[config.mk]
export PLATFORM = sky130hd
export DESIGN_NAME = slos_prbs11_gen
export DESIGN_NICKNAME = d
export VERILOG_FILES = /design/src/rtl/usb4_slos_pkg.sv /design/src/rtl/prbs11_lfsr.sv /design/src/rtl/slos_prbs11_gen.sv
export SDC_FILE = /design/constraint.sdc
export NUM_CORES = 1
export LEC_CHECK = 0
export BUFFER_PORTS_ARGS = -buffer_cell sky130_fd_sc_hd__buf_2
export CAP_MARGIN = 5
export CORE_MARGIN = 2
export CORE_UTILIZATION = 60
export CTS_BUF_LIST = sky130_fd_sc_hd__clkbuf_8
export CTS_CLUSTER_SIZE = 20
export DETAILED_ROUTE_END_ITERATION = 7
export PLACE_DENSITY = 0.83
export SLEW_MARGIN = 20
export SYNTH_ARGS = -nofsm -noshare
export SYNTH_HDL_FRONTEND = slang
export SYNTH_SLANG_ARGS = --single-unit
[constraint.sdc]
create_clock -name clk -period 7.1 [get_ports clk]
set_clock_uncertainty 0.2 [all_clocks]
set_input_delay 0 -clock clk [delete_from_list [all_inputs] [get_ports clk]]
set_output_delay 0 -clock clk [all_outputs]
set_load 0.02 [all_outputs]
[src/rtl/usb4_slos_pkg.sv]
// Shared USB4 SLOS definitions: PRBS11 seed/taps, block length and generator FSM states.
// Used by the transmit-side generator and the receive-side SLOS checker.
package usb4_slos_pkg;

  localparam logic [10:0] PRBS11_SEED   = 11'h400;
  localparam int unsigned SLOS_LEN      = 2048;
  localparam int unsigned PRBS11_TAP_HI = 10;
  localparam int unsigned PRBS11_TAP_LO = 8;

  typedef enum logic [1:0] {
    IDLE,
    SEND,
    FINISH
  } slos_gen_state_t;

  function automatic logic [10:0] prbs11_step(input logic [10:0] s);
    return {s[9:0], s[PRBS11_TAP_HI] ^ s[PRBS11_TAP_LO]};
  endfunction

endpackage

[src/rtl/prbs11_lfsr.sv]
// 11-bit PRBS11 Fibonacci LFSR with load (to SEED), hold and advance controls.
// lfsr_nxt is the value the register takes at the next edge, so callers can register outputs without extra latency.
module prbs11_lfsr
  import usb4_slos_pkg::*;
#(
  parameter logic [10:0] SEED = PRBS11_SEED
) (
  input  logic        clk,
  input  logic        reset,
  input  logic        load,
  input  logic        advance,
  output logic [10:0] lfsr_nxt
);

  logic [10:0] lfsr_q;
  logic [10:0] lfsr_d;

  always_comb begin
    lfsr_d = lfsr_q;
    if (load) begin
      lfsr_d = SEED;
    end else if (advance) begin
      lfsr_d = prbs11_step(lfsr_q);
    end
  end

  always_ff @(posedge clk or negedge reset) begin
    if (!reset) begin
      lfsr_q <= SEED;
    end else begin
      lfsr_q <= lfsr_d;
    end
  end

  assign lfsr_nxt = lfsr_d;

endmodule

[src/rtl/slos_prbs11_gen.sv]
// USB4 transmit-side SLOS1/SLOS2 generator: back-to-back 2048-bit PRBS11 blocks on a start/stop handshake.
// Optional macro SLOS_GEN_ERR_INJ_EN adds an err_inj port that flips the next emitted bit.
module slos_prbs11_gen
  import usb4_slos_pkg::*;
#(
  parameter logic [10:0] SEED  = PRBS11_SEED,
  parameter int unsigned CNT_W = 8
) (
  input  logic             clk,
  input  logic             reset,
  input  logic             start,
  input  logic             stop,
  input  logic             slos_sel,
  input  logic [CNT_W-1:0] num_slos,
`ifdef SLOS_GEN_ERR_INJ_EN
  input  logic             err_inj,
`endif
  output logic             data_out,
  output logic             data_valid,
  output logic             busy,
  output logic             done
);

  localparam logic [10:0] LAST_BIT = 11'(SLOS_LEN - 1);

  slos_gen_state_t  state_q, state_d;
  logic [10:0]      bit_cnt_q, bit_cnt_d;
  logic [CNT_W-1:0] blk_cnt_q, blk_cnt_d;
  logic [CNT_W-1:0] blk_target_q, blk_target_d;
  logic             sel_q, sel_d;
  logic             stop_pend_q, stop_pend_d;
  logic             data_out_q, data_out_d;
  logic             data_valid_q, data_valid_d;
  logic             busy_q, busy_d;
  logic             done_q, done_d;

  logic             lfsr_load;
  logic             lfsr_adv;
  logic [10:0]      lfsr_nxt;
  logic [CNT_W:0]   blk_cnt_inc;
  logic             last_blk;

  prbs11_lfsr #(
    .SEED(SEED)
  ) u_lfsr (
    .clk     (clk),
    .reset   (reset),
    .load    (lfsr_load),
    .advance (lfsr_adv),
    .lfsr_nxt(lfsr_nxt)
  );

  assign blk_cnt_inc = {1'b0, blk_cnt_q} + {{CNT_W{1'b0}}, 1'b1};
  assign last_blk    = (blk_target_q != '0) && (blk_cnt_inc == {1'b0, blk_target_q});

  always_comb begin
    state_d      = state_q;
    bit_cnt_d    = bit_cnt_q;
    blk_cnt_d    = blk_cnt_q;
    blk_target_d = blk_target_q;
    sel_d        = sel_q;
    stop_pend_d  = stop_pend_q;
    lfsr_load    = 1'b0;
    lfsr_adv     = 1'b0;
    unique case (state_q)
      IDLE: begin
        if (start) begin
          state_d      = SEND;
          sel_d        = slos_sel;
          blk_target_d = num_slos;
          bit_cnt_d    = '0;
          blk_cnt_d    = '0;
          stop_pend_d  = 1'b0;
          lfsr_load    = 1'b1;
        end
      end
      SEND: begin
        if (stop) begin
          stop_pend_d = 1'b1;
        end
        // bit_cnt is the index of the bit currently on data_out; bit 0 holds so the seed bit goes out twice
        lfsr_adv  = (bit_cnt_q != '0);
        bit_cnt_d = bit_cnt_q + 11'd1;
        if (bit_cnt_q == LAST_BIT) begin
          if (blk_cnt_q != '1) begin
            blk_cnt_d = blk_cnt_inc[CNT_W-1:0];
          end
          if (last_blk || stop_pend_q || stop) begin
            state_d = FINISH;
          end
        end
      end
      FINISH: begin
        state_d = IDLE;
      end
      default: begin
        state_d = IDLE;
      end
    endcase
  end

  // Outputs are registered from the next state, so the first bit appears one cycle after start.
  always_comb begin
    data_out_d   = 1'b0;
    data_valid_d = 1'b0;
    busy_d       = 1'b0;
    done_d       = 1'b0;
    if (state_d == SEND) begin
      data_valid_d = 1'b1;
      busy_d       = 1'b1;
      data_out_d   = lfsr_nxt[0] ^ sel_d;
`ifdef SLOS_GEN_ERR_INJ_EN
      if ((state_q == SEND) && err_inj) begin
        data_out_d = ~data_out_d;
      end
`endif
    end else if (state_d == FINISH) begin
      busy_d = 1'b1;
      done_d = 1'b1;
    end
  end

  always_ff @(posedge clk or negedge reset) begin
    if (!reset) begin
      state_q      <= IDLE;
      bit_cnt_q    <= '0;
      blk_cnt_q    <= '0;
      blk_target_q <= '0;
      sel_q        <= 1'b0;
      stop_pend_q  <= 1'b0;
      data_out_q   <= 1'b0;
      data_valid_q <= 1'b0;
      busy_q       <= 1'b0;
      done_q       <= 1'b0;
    end else begin
      state_q      <= state_d;
      bit_cnt_q    <= bit_cnt_d;
      blk_cnt_q    <= blk_cnt_d;
      blk_target_q <= blk_target_d;
      sel_q        <= sel_d;
      stop_pend_q  <= stop_pend_d;
      data_out_q   <= data_out_d;
      data_valid_q <= data_valid_d;
      busy_q       <= busy_d;
      done_q       <= done_d;
    end
  end

  assign data_out   = data_out_q;
  assign data_valid = data_valid_q;
  assign busy       = busy_q;
  assign done       = done_q;

endmodule

### Word-level counts from Yosys, hierarchy flattened

Index checks and enable logic that the tools add are counted.

| storage, ports and cells | value |
|---|---|
| flip-flop bits (word level) | 46 |
| input bits | 13 |
| output and inout bits | 4 |
| word-level logic and storage cells | 63 |

| cells by class | value |
|---|---|
| add/sub/neg operators | 2 |
| eq/ne operators | 10 |
| multiplexer cells | 25 |
| bitwise operators | 2 |
| reductions and logical operators | 12 |

Operators by type and width:

| operator | count |
|---|---|
| $mux W11 | 3 |
| $mux W8 | 3 |
| $pmux W11 S2 | 1 |
| $pmux W8 S2 | 1 |
| $mux W1 | 12 |
| $add A11 B1 Y11 const B | 1 |
| $eq A11 B11 Y1 const B | 1 |
| $reduce_bool A11 Y1 | 1 |
| $add A8 B1 Y9 const B | 1 |
| $eq A9 B8 Y1 | 1 |
| $ne A2 B2 Y1 const B | 4 |
| $ne A8 B8 Y1 const B | 1 |
| $reduce_bool A8 Y1 | 1 |
| $mux W2 | 3 |
| $eq A2 B1 Y1 const B | 2 |
| $pmux W2 S2 | 1 |
| $reduce_and A2 Y1 | 2 |
| $reduce_and A4 Y1 | 1 |
| $reduce_bool A2 Y1 | 2 |
| $reduce_and A3 Y1 | 1 |
| $eq A2 B2 Y1 const B | 1 |
| $logic_not A2 Y1 | 1 |
| $logic_or A1 B1 Y1 | 2 |
| $pmux W1 S2 | 1 |
| other kinds (2) | 3 |

### Depth between registers and ports, before layout

| depth | value |
|---|---|
| depth in word-level cells | 11 |
| gate-level depth with buffers | 9 |
| depth with buffers taken out | 9 |

### Modules after synthesis

Synthesis repeated with hierarchy kept, for this count alone.

| unflattened totals | value |
|---|---|
| cell total of the unflattened synthesis | 243 |
| area total of the unflattened synthesis | 2412.3 µm² |

Modules (own cells, without submodules):

| module | times used | cells an instance | area each (µm²) | sequential area each (µm²) |
|---|---|---|---|---|
| slos_prbs11_gen | 1 | 207 | 1960.6 | 875.8 |
| prbs11_lfsr | 1 | 36 | 451.7 | 276.5 |

### Worst setup path after synthesis

Ideal clock, no wire load.

| timing | value |
|---|---|
| kind | register to register |
| start point | register blk_cnt_q[1] |
| end point | register data_out_q, in the netlist data_out |
| data arrival time | 2303 ps |
| data required time | 6780 ps |
| slack | 4477 ps |
| stages on the path, launching flop included | 10 |
| buffers on the path | 0 |
| clock period less this slack | 2623 ps |
| cells stage by stage | dfrtp_1 ha_1 xor2_1 a311o_1 a2111oi_1 nand4_1 o21ai_2 a41oi_1 ha_1 nor2b_1 |

| between the ends | value |
|---|---|
| longest elaborated chain between the ends | 10 |

RTL lines:

| item | RTL line | RTL |
|---|---|---|
| start: declaration | slos_prbs11_gen.sv:28 | `logic [CNT_W-1:0] blk_cnt_q, blk_cnt_d;` |
| start signal: assignment | slos_prbs11_gen.sv:138 | `blk_cnt_q <= blk_cnt_d;` |
| $add A8 B1 Y9 | slos_prbs11_gen.sv:53 | `assign blk_cnt_inc = {1'b0, blk_cnt_q} + {{CNT_W{1'b0}}, 1'b1};` |
| $eq A9 B8 Y1 | slos_prbs11_gen.sv:54 | `assign last_blk = (blk_target_q != '0) && (blk_cnt_inc == {1'b0, blk_target_q});` |
| $logic_and A1 B1 Y1 | slos_prbs11_gen.sv:54 |  |
| $logic_or A1 B1 Y1 (2 in a row) | slos_prbs11_gen.sv:88 | `if (last_blk \|\| stop_pend_q \|\| stop) begin` |
| $mux W2 | slos_prbs11_gen.sv:88 |  |
| $mux W2 | slos_prbs11_gen.sv:84 | `if (bit_cnt_q == LAST_BIT) begin` |
| $pmux W2 S2 | slos_prbs11_gen.sv:65 | `unique case (state_q)` |
| via state_d[0] | slos_prbs11_gen.sv:26 | `slos_gen_state_t state_q, state_d;` |
| $eq A2 B1 Y1 | slos_prbs11_gen.sv:108 | `if (state_d == SEND) begin` |
| $mux W1 | slos_prbs11_gen.sv:108 |  |
| via data_out_d | slos_prbs11_gen.sv:32 | `logic data_out_q, data_out_d;` |
| end signal: assignment | slos_prbs11_gen.sv:142 | `data_out_q <= data_out_d;` |
| end: declaration | slos_prbs11_gen.sv:32 |  |

The timed path passes the listed nets, and every way through them passes these cells.
A chain may end at the register's enable or synchronous reset.

### Final worst setup path

| timing | value |
|---|---|
| start point | register blk_cnt_q[0] |
| end point | register data_out_q, in the netlist data_out |

The elaborated chain is that of the path after synthesis.

==> summary.md <==
| Metric | Value |
|---|---|
| Worst-Margin Slew | roughly 0.85 ns |
| Initial Util | 0.632 |
| GP Congestion | 0.849 |
| Wirelength, routed | about 4700 microns |
| CTS buffer count | 5 |
| RSZ-0062 raised after global routing | false |
| P_leak | 1.17 nW |
| Data required time of the worst path | 7.10 ns |
| Clock Latency Late Sink | 0.31 ns |
| Post-synthesis sequential area ratio | 0.491 |
| Mean routed wirelength per cell | 14.5 microns |
| Avg Vias per Cell | 5.83 |
| Commonest non-fill, non-tap cells in the layout | nand2_1, dfrtp_1, o21ai_0, nor2_1, buf_2 |
| Synth async-reset ratio | 1.00 |
| CTS resizes | 0 |
| Global-route congestion overflow total | 0 |
| EDFF count, synth | 0 |
| Final setup violation count | 0 |
| GRT Util Overall | 0.238 |
| FILL cells | 282 |
| Detailed Route Iter0 Violations | approximately 160 |
| CP startpoint kind | flip-flop |
| Final instance area | 0.00263 sq mm |
| F_max | approximately 0.34 GHz |
| Setup crit end kind | flip-flop |
| Die Y | 66.6 microns |
| Slew HR | 0.430 |
| CTS tree | built |
| Detailed placement HPWL | 3130 microns |
| Proportion of layout cells with a drive suffix above 1 | 0.112 |
| Area after DPL | 0.00242 sq mm |
| Post-route ant nets | 0 |
| Fin crit share | 0.417 |
| First drt pass iteration count | 4 |
| Average size of a mapped cell | ~9.1 sq um |
| CTS H-tree lvls | 2 |
| Clock tree buffer depth | 2 |
| Area of the mapped netlist | 0.00235 sq mm |
| Hold Vio Cnt, Final | 0 |
| Clock sink count | 46 |
| Max cap viols | 0 |
| Synth warn | 0 |
| Post-synthesis cell type count | 47 |
| Post-layout min period | 2.96 ns |
| Cell count after synthesis | 258 |
| Kind of critical path | flip-flop to flip-flop |
| Area growth, synth to finish | 11.9% |
| N_diodes | 0 |
| FF+latch count, synth | 46 |
| Clock Tree Root | clkbuf_8 |
| Status | finished, final reports clean |
| Row count | 22 |
| Most common cell after layout, fill and taps aside | nand2_1 |
| Max-slew violations | 0 |
| Number of antenna violations at the first check in global routing | 0 |
| DRC viols | 0 |
| Via count | 1900 |
| Pwr dens | about 270 mW/mm^2 |
| Syn nets | 276 |
| CORE AREA | about 0.0037 sq mm |
| HP Class | input port to asynchronous set/reset pin |
| Tot Pwr | 0.717 mW |
| CP arrival | 2.97 ns |
| DIE WIDTH | 66.6 microns |
| I/O pins | 17 |
| Clk slew on worst S/H paths | 0.09 ns |
| Die Area | around 0.0044 sq mm |
| Setup TNS | 0 ns |
| PortBufs | 16 |
| Vias in the first global route | around 1800 |
| VDD IR max | 0.218 mV |
| CP max FO | 10 |
| Post-layout nets | between 200 and 300 |
| Main synth FF type | dfrtp_1 |
| Pin count of the biggest net entering global routing | 47 |
| First-pass GRT wire length | 7980 microns |
-- metal layers --
layer	up-vias	routed length, microns	global-route usage
met4	0	44	0.0740
met3	5	188	0.0574
met1	904	2230	0.317
met5	-	0	0
li1	954	-	-
met2	37	2260	0.386
-- synth_stat cells, types with 2 or more instances --
cell type,number,area (sq um)
nand2_1,60,225
dfrtp_1,45,1130
o21ai_0,28,140
nor2_1,16,60.1
clkbuf_1,11,41.3
nand4_1,8,50.1
a31oi_1,7,43.8
nand3_1,7,35.0
xnor2_1,6,52.6
ha_1,5,62.6
o31ai_1,5,37.5
xor2_1,5,43.8
a21oi_1,4,20.0
inv_1,4,15.0
a22o_1,3,26.3
buf_2,3,15.0
nor2b_1,3,18.8
a41oi_1,2,17.5
and3_1,2,12.5
and4_1,2,17.5
and4b_1,2,20.0
nand2b_1,2,12.5
nor3b_1,2,15.0
nor4_1,2,12.5
o211ai_1,2,15.0
-- power breakdown --
group	leakage, nW	internal, mW	switching, mW	total [mW]
registers	0.555	0.331	0.0658	0.396
clock network	0.0447	0.0711	0.0950	0.166
logic	0.568	0.0747	0.0796	0.154
total	1.17	0.476	0.240	0.717
-- worst max-delay path, cell delays in order, from the launching register on --
cell       delay (ns)
dfrtp_1          0.49
ha_1             0.38
xor2_1           0.17
a311o_1          0.31
a2111oi_1        0.32
nand4_1          0.19
o21ai_2          0.20
a41oi_1          0.17
ha_1             0.29
nor2b_1          0.13
-- registers in the layout, summed over array words and instances, names as in the netlist --
name	count
bit_cnt_q	11
u_lfsr.lfsr_q	11
blk_cnt_q	8
blk_target_q	8
state_q	2
busy	1
data_out	1
data_valid	1
done	1
sel_q	1
stop_pend_q	1
-- kinds of logic (layout without fill, tap and decap cells) --
kind of cell,Yosys count,in the layout,share of synthesized area
fa+ha+maj,5,5,0.0266
compound gates,63,63,0.173
simple gates,112,112,0.226
flops,46,46,0.491
buf+inv,20,40,0.0384
xor+xnor,11,11,0.0410
mux,1,1,0.00426
-- metrics by stage --
stage,cells,setup WS [ns],hold WS (ns),utilization
after CTS,326,4.14,0.0456,0.706
after floorplan,258,4.48,-0.496,-
after global placement,307,4.26,-0.0118,0.652
final,326,4.14,0.0171,0.707
after global routing,326,3.96,0.0803,0.707
after detailed placement,307,4.15,-0.00578,0.652
-- what timing repair did --
action | 4_1_cts | 5_1_grt
endpoints found under the hold margin | 58 | 0
buffers inserted | 0 | 0
hold buffers | 11 | 0
-- final cells by class --
type                            instances  area, sq um  area share
Sequential cell                        46         1150       0.439
Inverter                                4         15.0     0.00571
Clock inverter                          3         25.0     0.00952
Tap cell                               48         60.1      0.0229
Timing Repair Buffer                   28          200      0.0762
Clock buffer                            5         68.8      0.0262
Multi-Input combinational cell        192         1110       0.421
-- worst paths after layout --
path | start | to | slack, ns | depth (start not counted)
max in group asynchronous | reset | u_lfsr.lfsr_q[10] | 6.28 | 2
setup reg to reg | blk_cnt_q[0] | data_out | 4.14 | 9
setup / recovery | blk_cnt_q[0] | data_out | 4.14 | 9
hold reg to reg | u_lfsr.lfsr_q[7] | u_lfsr.lfsr_q[8] | 0.29 | 2
hold / removal | reset | blk_cnt_q[5] | 0.02 | 2
min in group clk | start | bit_cnt_q[0] | 0.07 | 4
Power figures use the tool's default switching activity.
